===== config.mk =====
export PLATFORM = sky130hd
export DESIGN_NAME = throw_ctrl
export DESIGN_NICKNAME = d
export VERILOG_FILES = /design/src/rtl/throw_ctrl.sv
export SDC_FILE = /design/constraint.sdc
export NUM_CORES = 1
export LEC_CHECK = 0
export ABC_AREA = 1
export CAP_MARGIN = 20
export CORE_MARGIN = 2
export CORE_UTILIZATION = 58
export CTS_CLUSTER_SIZE = 40
export DETAILED_ROUTE_END_ITERATION = 7
export HOLD_SLACK_MARGIN = 0.06
export PLACE_DENSITY = 0.78
export SYNTH_ARGS = -nofsm -noshare
export SYNTH_HDL_FRONTEND = slang
export SYNTH_SLANG_ARGS = --single-unit

===== constraint.sdc =====
create_clock -name clk60MHz -period 3.3 [get_ports clk60MHz]
set_clock_uncertainty 0.2 [all_clocks]
set_input_delay 0.66 -clock clk60MHz [delete_from_list [all_inputs] [get_ports clk60MHz]]
set_output_delay 0.66 -clock clk60MHz [all_outputs]
set_load 0.1 [all_outputs]

===== src/rtl/throw_ctrl.sv =====
// rtl/throw_ctrl.sv - local-player throw generator: charges power while held, launches on release, steps flight per frame
`timescale 1ns/1ps
module throw_ctrl #(
    parameter logic [2:0] MY_TURN   = 3'd1,
    parameter int         X0        = 100,
    parameter int         Y0        = 400,
    parameter int         GROUND_Y  = 440,
    parameter int         X_MAX     = 1023,
    parameter bit         DIR       = 1'b1,
    parameter int         GRAVITY   = 1,
    parameter logic [5:0] POWER_MAX = 6'd63
) (
    input  logic        clk60MHz,
    input  logic        rst_n,
    input  logic        frame_tick,
    input  logic [2:0]  turn,
    input  logic        mouse_left,
    output logic        throw_flag,
    output logic        land_flag,
    output logic        proj_active,
    output logic [10:0] proj_x,
    output logic [9:0]  proj_y,
    output logic [5:0]  power
);

    typedef enum logic [1:0] {S_IDLE, S_CHARGE, S_FLIGHT, S_DONE} state_t;

    state_t             r_state;
    logic               r_prev;
    logic signed [11:0] r_x;
    logic signed [10:0] r_y;
    logic        [4:0]  r_vx;
    logic signed [10:0] r_vy;
    logic        [5:0]  r_power;
    logic               r_throw;
    logic               r_land;
    logic               r_active;
    logic        [10:0] r_px;
    logic        [9:0]  r_py;

    logic               w_rise;
    logic               w_fall;
    logic               w_my_turn;
    logic signed [11:0] w_nx;
    logic signed [10:0] w_ny;
    logic signed [10:0] w_nvy;
    logic               w_ground;
    logic               w_out;
    logic        [10:0] w_cx;
    logic        [9:0]  w_cy;
    logic        [4:0]  w_launch_vx;
    logic signed [10:0] w_launch_vy;

    assign w_rise    = mouse_left & ~r_prev;
    assign w_fall    = ~mouse_left & r_prev;
    assign w_my_turn = (turn == MY_TURN);

    assign w_nx  = DIR ? (r_x + $signed({7'd0, r_vx})) : (r_x - $signed({7'd0, r_vx}));
    assign w_ny  = r_y + r_vy;
    assign w_nvy = r_vy + $signed(11'(GRAVITY));

    assign w_ground = (w_ny >= $signed(11'(GROUND_Y)));
    assign w_out    = (w_nx < 12'sd0) || (w_nx > $signed(12'(X_MAX)));

    // Clamp before truncation so the narrow outputs never show a wrapped value
    assign w_cx = (w_nx < 12'sd0) ? 11'd0 :
                  (w_nx > $signed(12'(X_MAX))) ? 11'(X_MAX) : w_nx[10:0];
    assign w_cy = w_ground ? 10'(GROUND_Y) :
                  (w_ny < 11'sd0) ? 10'd0 : w_ny[9:0];

    assign w_launch_vx = {1'b0, r_power[5:2]} + 5'd1;
    assign w_launch_vy = 11'sd0 - $signed({6'd0, r_power[5:1]});

    always_ff @(posedge clk60MHz or negedge rst_n) begin
        if (!rst_n) begin
            r_state  <= S_IDLE;
            r_prev   <= 1'b0;
            r_x      <= 12'(X0);
            r_y      <= 11'(Y0);
            r_vx     <= 5'd0;
            r_vy     <= 11'sd0;
            r_power  <= 6'd0;
            r_throw  <= 1'b0;
            r_land   <= 1'b0;
            r_active <= 1'b0;
            r_px     <= 11'(X0);
            r_py     <= 10'(Y0);
        end else begin
            r_prev  <= mouse_left;
            r_throw <= 1'b0;
            r_land  <= 1'b0;
            case (r_state)
                S_IDLE: begin
                    if (w_rise && w_my_turn) begin
                        r_state <= S_CHARGE;
                        r_power <= 6'd0;
                    end
                end
                S_CHARGE: begin
                    // Losing the turn outranks a release in the same cycle
                    if (!w_my_turn) begin
                        r_state <= S_IDLE;
                        r_power <= 6'd0;
                    end else if (w_fall) begin
                        r_state  <= S_FLIGHT;
                        r_throw  <= 1'b1;
                        r_active <= 1'b1;
                        r_x      <= 12'(X0);
                        r_y      <= 11'(Y0);
                        r_px     <= 11'(X0);
                        r_py     <= 10'(Y0);
                        r_vx     <= w_launch_vx;
                        r_vy     <= w_launch_vy;
                    end else if (frame_tick && (r_power < POWER_MAX)) begin
                        r_power <= r_power + 6'd1;
                    end
                end
                S_FLIGHT: begin
                    if (frame_tick) begin
                        r_x  <= w_nx;
                        r_y  <= w_ny;
                        r_vy <= w_nvy;
                        r_px <= w_cx;
                        r_py <= w_cy;
                        if (w_ground || w_out) begin
                            r_state  <= S_DONE;
                            r_land   <= 1'b1;
                            r_active <= 1'b0;
                        end
                    end
                end
                S_DONE: begin
                    r_state <= S_IDLE;
                end
                default: r_state <= S_IDLE;
            endcase
        end
    end

    assign throw_flag  = r_throw;
    assign land_flag   = r_land;
    assign proj_active = r_active;
    assign proj_x      = r_px;
    assign proj_y      = r_py;
    assign power       = r_power;

endmodule


### Word-level counts from Yosys, hierarchy flattened

Cells that the tools add are included.

* register bits after elaboration: 72
* output and inout bits: 30
* logic and storage cells: 97

* add/sub/neg operators: 6
* order comparisons: 5
* equality and inequality tests: 12
* muxes and demuxes: 46
* bitwise gates (word level): 4
* reductions and logical operators: 12

Operators by type and width (number)
* $mux W11: 11
* $pmux W11 S2: 3
* $mux W10: 5
* $mux W12: 3
* $mux W6: 4
* $pmux W12 S2: 1
* $pmux W10 S2: 1
* $add A12 B6 Y12: 1
* $gt A12 B11 Y1 const B: 1
* $lt A12 B1 Y1 const B: 1
* $pmux W6 S2: 1
* $reduce_and A4 Y1: 3
* $add A11 B11 Y11: 1
* $add A11 B2 Y11 const B: 1
* $ge A11 B10 Y1 const B: 1
* $lt A11 B1 Y1 const B: 1
* $mux W1: 10
* $mux W2: 5
* $ne A2 B2 Y1 const B: 5
* $ne A3 B3 Y1 const B: 3
* $pmux W2 S4: 1
* $add A6 B1 Y6 const B: 1
* $lt A6 B6 Y1 const B: 1
* $sub A1 B5 Y6 const A: 1
* 13 further kinds: 19

### Logic depth before layout (Yosys ltp)

* word-level depth: 7
* depth in mapped cells: 17
* depth with buffers taken out: 17

### Worst setup path before layout

OpenSTA, ideal clock, no wires.

* path type: reg-to-reg
* start point: register r_power[2] (netlist: power[2])
* end point: register r_power[5] (netlist: power[5])
* library setup time: 124 ps
* data arrival time: 2150 ps
* required time: 2976 ps
* setup slack: 827 ps
* cell stages (with the launch flop): 11
* clock period less this slack: 2473 ps
* cell sequence: dfrtp_1 -> ha_1 -> nand3_1 -> o21ai_0 -> nand3_1 -> nand2_1 -> nor2_8 -> nand3_2 -> nor2_2 -> a21oi_1 -> nor2_1

* word-level cells in the longest chain between the ends: 5

Ends and longest elaborated chain
* start, declared: line 34 `logic [5:0] r_power;`
* start signal, assigned: line 115 `r_power <= r_power + 6'd1;`
* $add A6 B1 Y6: line 115
* $mux W6: line 114 `end else if (frame_tick && (r_power < POWER_MAX)) begin`
* $mux W6: line 104 `end else if (w_fall) begin`
* $mux W6: line 101 `if (!w_my_turn) begin`
* $pmux W6 S2: line 92 `case (r_state)`

Several ways; a longest one is shown, not always the timed one. The select of a mux whose other input is x is not followed.
A chain may end at the register's enable or synchronous reset.

### Worst setup path after layout

* start point: register r_vy[0]
* end point: register r_state[0]

* word-level cells in the longest chain between the ends: 5

Ends and longest elaborated chain
* start, declared: line 33 `logic signed [10:0] r_vy;`
* start signal, assigned: line 113 `r_vy <= w_launch_vy;`
* start signal, assigned: line 122 `r_vy <= w_nvy;`
* $add A11 B11 Y11: line 59 `assign w_ny = r_y + r_vy;`
* $ge A11 B10 Y1: line 62 `assign w_ground = (w_ny >= $signed(11'(GROUND_Y)));`
* $logic_or A1 B1 Y1: line 125 `if (w_ground || w_out) begin`
* $ne A2 B2 Y1 (no line)
* $reduce_and A4 Y1 (no line)
* end signal, assigned: line 126 `r_state <= S_DONE;`
* end signal, assigned: line 133 `r_state <= S_IDLE;`
* end signal, assigned: line 135 `default: r_state <= S_IDLE;`
* end, declared: line 28 `state_t r_state;`

Every way passes these cells.

==> run summary <==
DRT Pass-1 Iters - 5
setup_tns - 0 ps
static leakage - 2.58 nW
Crit Path Max Fanout - 8
clock transition at the registers of the reported paths - 80 ps
clock root buffer - clkbuf_8
port bufs - 36
Sinks on Clock Net - 72
Fin. Hold Viols - 0
reg2reg setup slack - 390 ps
fraction of layout cells with a size suffix above 1 - 17.5%
Die Wd - 89.8 µm
dpl ws - 282 ps
TritonCTS clock tree - built
worst setup path class - register to register
switching portion of total power - 51.7%
Flop pwr share - 30.4%
GRT Total Usage - 25.2%
relative slew slack - 54.8%
Skew-Pair Late Insertion Delay - 340 ps
clock power share - 15.1%
Max-Cap Viols - 0
Tcrit/Tclk final - 88.0%
ANT nets after route - 0
die height - 89.8 µm
largest net degree at the start of global routing - 31
switching power - 2.48 mW
# Post-CTS Setup Buffers - 0
drt drc - 0
DRT iter0 DRCs - 174
Syn Area/Cell - 8.03 µm²
yosys warns - 0
io pins - 37
met2 WL - 4.42 mm
dpl cells - 661
CTS Buffer Depth - 2
count of final max-slew check failures - 0
H-tree levels - 3
unrepaired setup endpoints after global routing - false
ANT cells - 0
max frequency - 0.344 GHz
Worst Tran Pin Value - 678 ps
total grt overflow - 0
M1 WL - 4.45 mm
multi-input logic area - 0.00212 mm²
nets@finish - 603
status - finished, final reports clean
Hold WC Path Type - input port to asynchronous set/reset pin
VDD IR-drop max - 0.381 mV
internal power - 2.31 mW
Mapped Nets - 562
final setup fails - 0
Synth Cell Area - 0.00427 mm²
CTS resizes - 0
Via Count - 3665
Crit. End Element - register
met3 WL - 399 µm
sequential area share after synthesis - 42.5%
TritonCTS buffer count - 9
Filler cells - 586
global-route wire length before repair - 16.8 mm
highest metal used - met4
synth unique cells - 43
CP Launch Type - register
post-synthesis register bit count - 72
vias in the first global route - 3626
final worst slack - 395 ps
Non-Filler Instances - 677
CORE AREA - 0.00718 mm²
initial antenna violation count - 0
Design Power - 4.79 mW
Syn Inst Count - 532
Req. time, crit path - 3380 ps
Arrival @ worst endpoint - 2980 ps
Fin Hold WS - 152 ps
drt via density - 5.41
Comb power frac - 54.5%
Cell Pwr Density - 984 mW/mm²
Initial Utilization - 59.5%
Layout Area Growth over Synthesis - 13.9%
# hold bufs at CTS - 0
Rows - 31
dpl hpwl - 7.07 mm
Detailed Route WL - 9.45 mm
wire length per cell - 14.0 µm
FF+latch area - 0.00182 mm²
Tmin final - 2910 ps
RePlAce Congestion - 0.892
total die area - 0.00807 mm²
==> power by group through the flow <==
stage	registers (mW)	clock network (mW)	logic, mW
after global placement	1.45	0	2.56
final	1.45	0.721	2.61
after floorplan	2.14	0	1.35
after global routing	1.49	0.773	2.86
after CTS	1.45	0.728	2.60
after detailed placement	1.47	0	2.59
==> final timing paths <==
check / startpoint / endpoint / cells after the start
worst max-delay path: r_vy[0]$_DFFE_PN0P_ / r_state[0]$_DFFE_PN0P_ / 16
worst min-delay path: rst_n / proj_y[6]$_DFFE_PN0P_ / 1
worst max register to register: r_vy[0]$_DFFE_PN0P_ / r_state[0]$_DFFE_PN0P_ / 16
worst min register to register: proj_x[5]$_DFFE_PN1P_ / proj_x[5]$_DFFE_PN1P_ / 2
max in group asynchronous: rst_n / r_x[6]$_DFFE_PN1P_ / 2
min in group clk60MHz: proj_x[5]$_DFFE_PN1P_ / proj_x[5]$_DFFE_PN1P_ / 2
==> metal layers <==
layer	up-vias	track usage, %
met5	-	0
met4	0	8.97
met3	20	3.86
met2	93	40.7
met1	1730	35.0
li1	1822	-
==> sequential cells by signal, summed over array words and instances, names as in the netlist, named ones only <==
name and flops:
r_vx 5, land_flag 1, proj_x 11, proj_y 10, r_prev 1, r_y 11, power 6, proj_active 1
throw_flag 1, r_x 12, r_state 1, r_vy 11
==> layout make-up <==
type | count | area share, %
clock inverter | 5 | 1.13
multi-input combinational | 379 | 43.6
clock buffer | 11 | 3.11
timing repair buffer | 42 | 6.94
sequential | 72 | 37.3
inverter | 69 | 5.32
tap | 99 | 2.55
==> synth_stat cells (all sizes together) <==
cell type  count  area (µm²)
o32a           1        10.0
or2            1        6.26
xor2           8        88.8
nor3b          1        12.5
o21ai         35         186
ha            21         263
nor2          46         249
a21o           5        37.5
o221ai         1        8.76
a22o           3        26.3
inv           69         259
o311ai         2        17.5
nor3           3        15.0
o22ai          4        25.0
a21oi         28         140
o21bai         1        7.51
nand4          7        43.8
and3           1        6.26
nand3         33         175
a22oi          2        15.0
buf           12        73.8
o211ai         3        22.5
fa             2        40.0
xnor2          1        8.76
a31oi          6        37.5
nor4           1        6.26
nand2        160         646
dfrtp         60        1500
dfstp         12         315
o31ai          3        27.5
==> through the flow <==
| step | utilization, % | instance area [µm²] |
|---|---|---|
| after floorplan | - | 4270 |
| after global placement | 64.9 | 4660 |
| after detailed placement | 64.9 | 4660 |
| after CTS | 67.8 | 4870 |
| after global routing | 67.8 | 4870 |
| final | 67.8 | 4870 |
==> kinds of logic after synthesis <==
group | Yosys count | synth area share [%]
xor+xnor | 9 | 2.28
fa+ha+maj | 23 | 7.09
buf+inv | 81 | 7.79
flops | 72 | 42.5
compound gates | 94 | 13.2
simple gates | 253 | 27.2
==> worst max-delay path, cell delays in order (launching register included) <==
cell	delay, ps
dfrtp_1	450
ha_1	290
inv_1	80
fa_1	360
inv_1	120
nand2_1	100
nand2_2	100
nand4_1	120
nand2_1	90
nand2_1	60
nand2_2	80
nand2_2	80
o21ai_4	290
nand2_4	130
nand3_1	130
nand3_1	90
nand2_1	70
==> cells in the final DEF (no fill, tap or decap), types with 3 or more instances in the layout <==
cell             synthesis  layout
a21o_1                   5       5
a21oi_1                 28      28
a22o_1                   3       3
a31oi_1                  6       6
buf_4                    3      35
clkbuf_8                 0      11
clkdlybuf4s50_1          0       5
dfrtp_1                 60      60
dfstp_2                 12      12
ha_1                    21      21
inv_1                   62      62
inv_2                    7       7
nand2_1                148     148
nand2_2                  9       9
nand2_4                  3       3
nand3_1                 31      31
nand4_1                  7       7
nor2_1                  36      36
nor2_2                   5       5
nor2_8                   3       3
nor3_1                   3       3
o211ai_1                 3       3
o21ai_0                 19      19
o21ai_1                 15      15
o22ai_1                  4       4
xor2_1                   7       7
No activity file was read; power rests on OpenSTA's default activity.
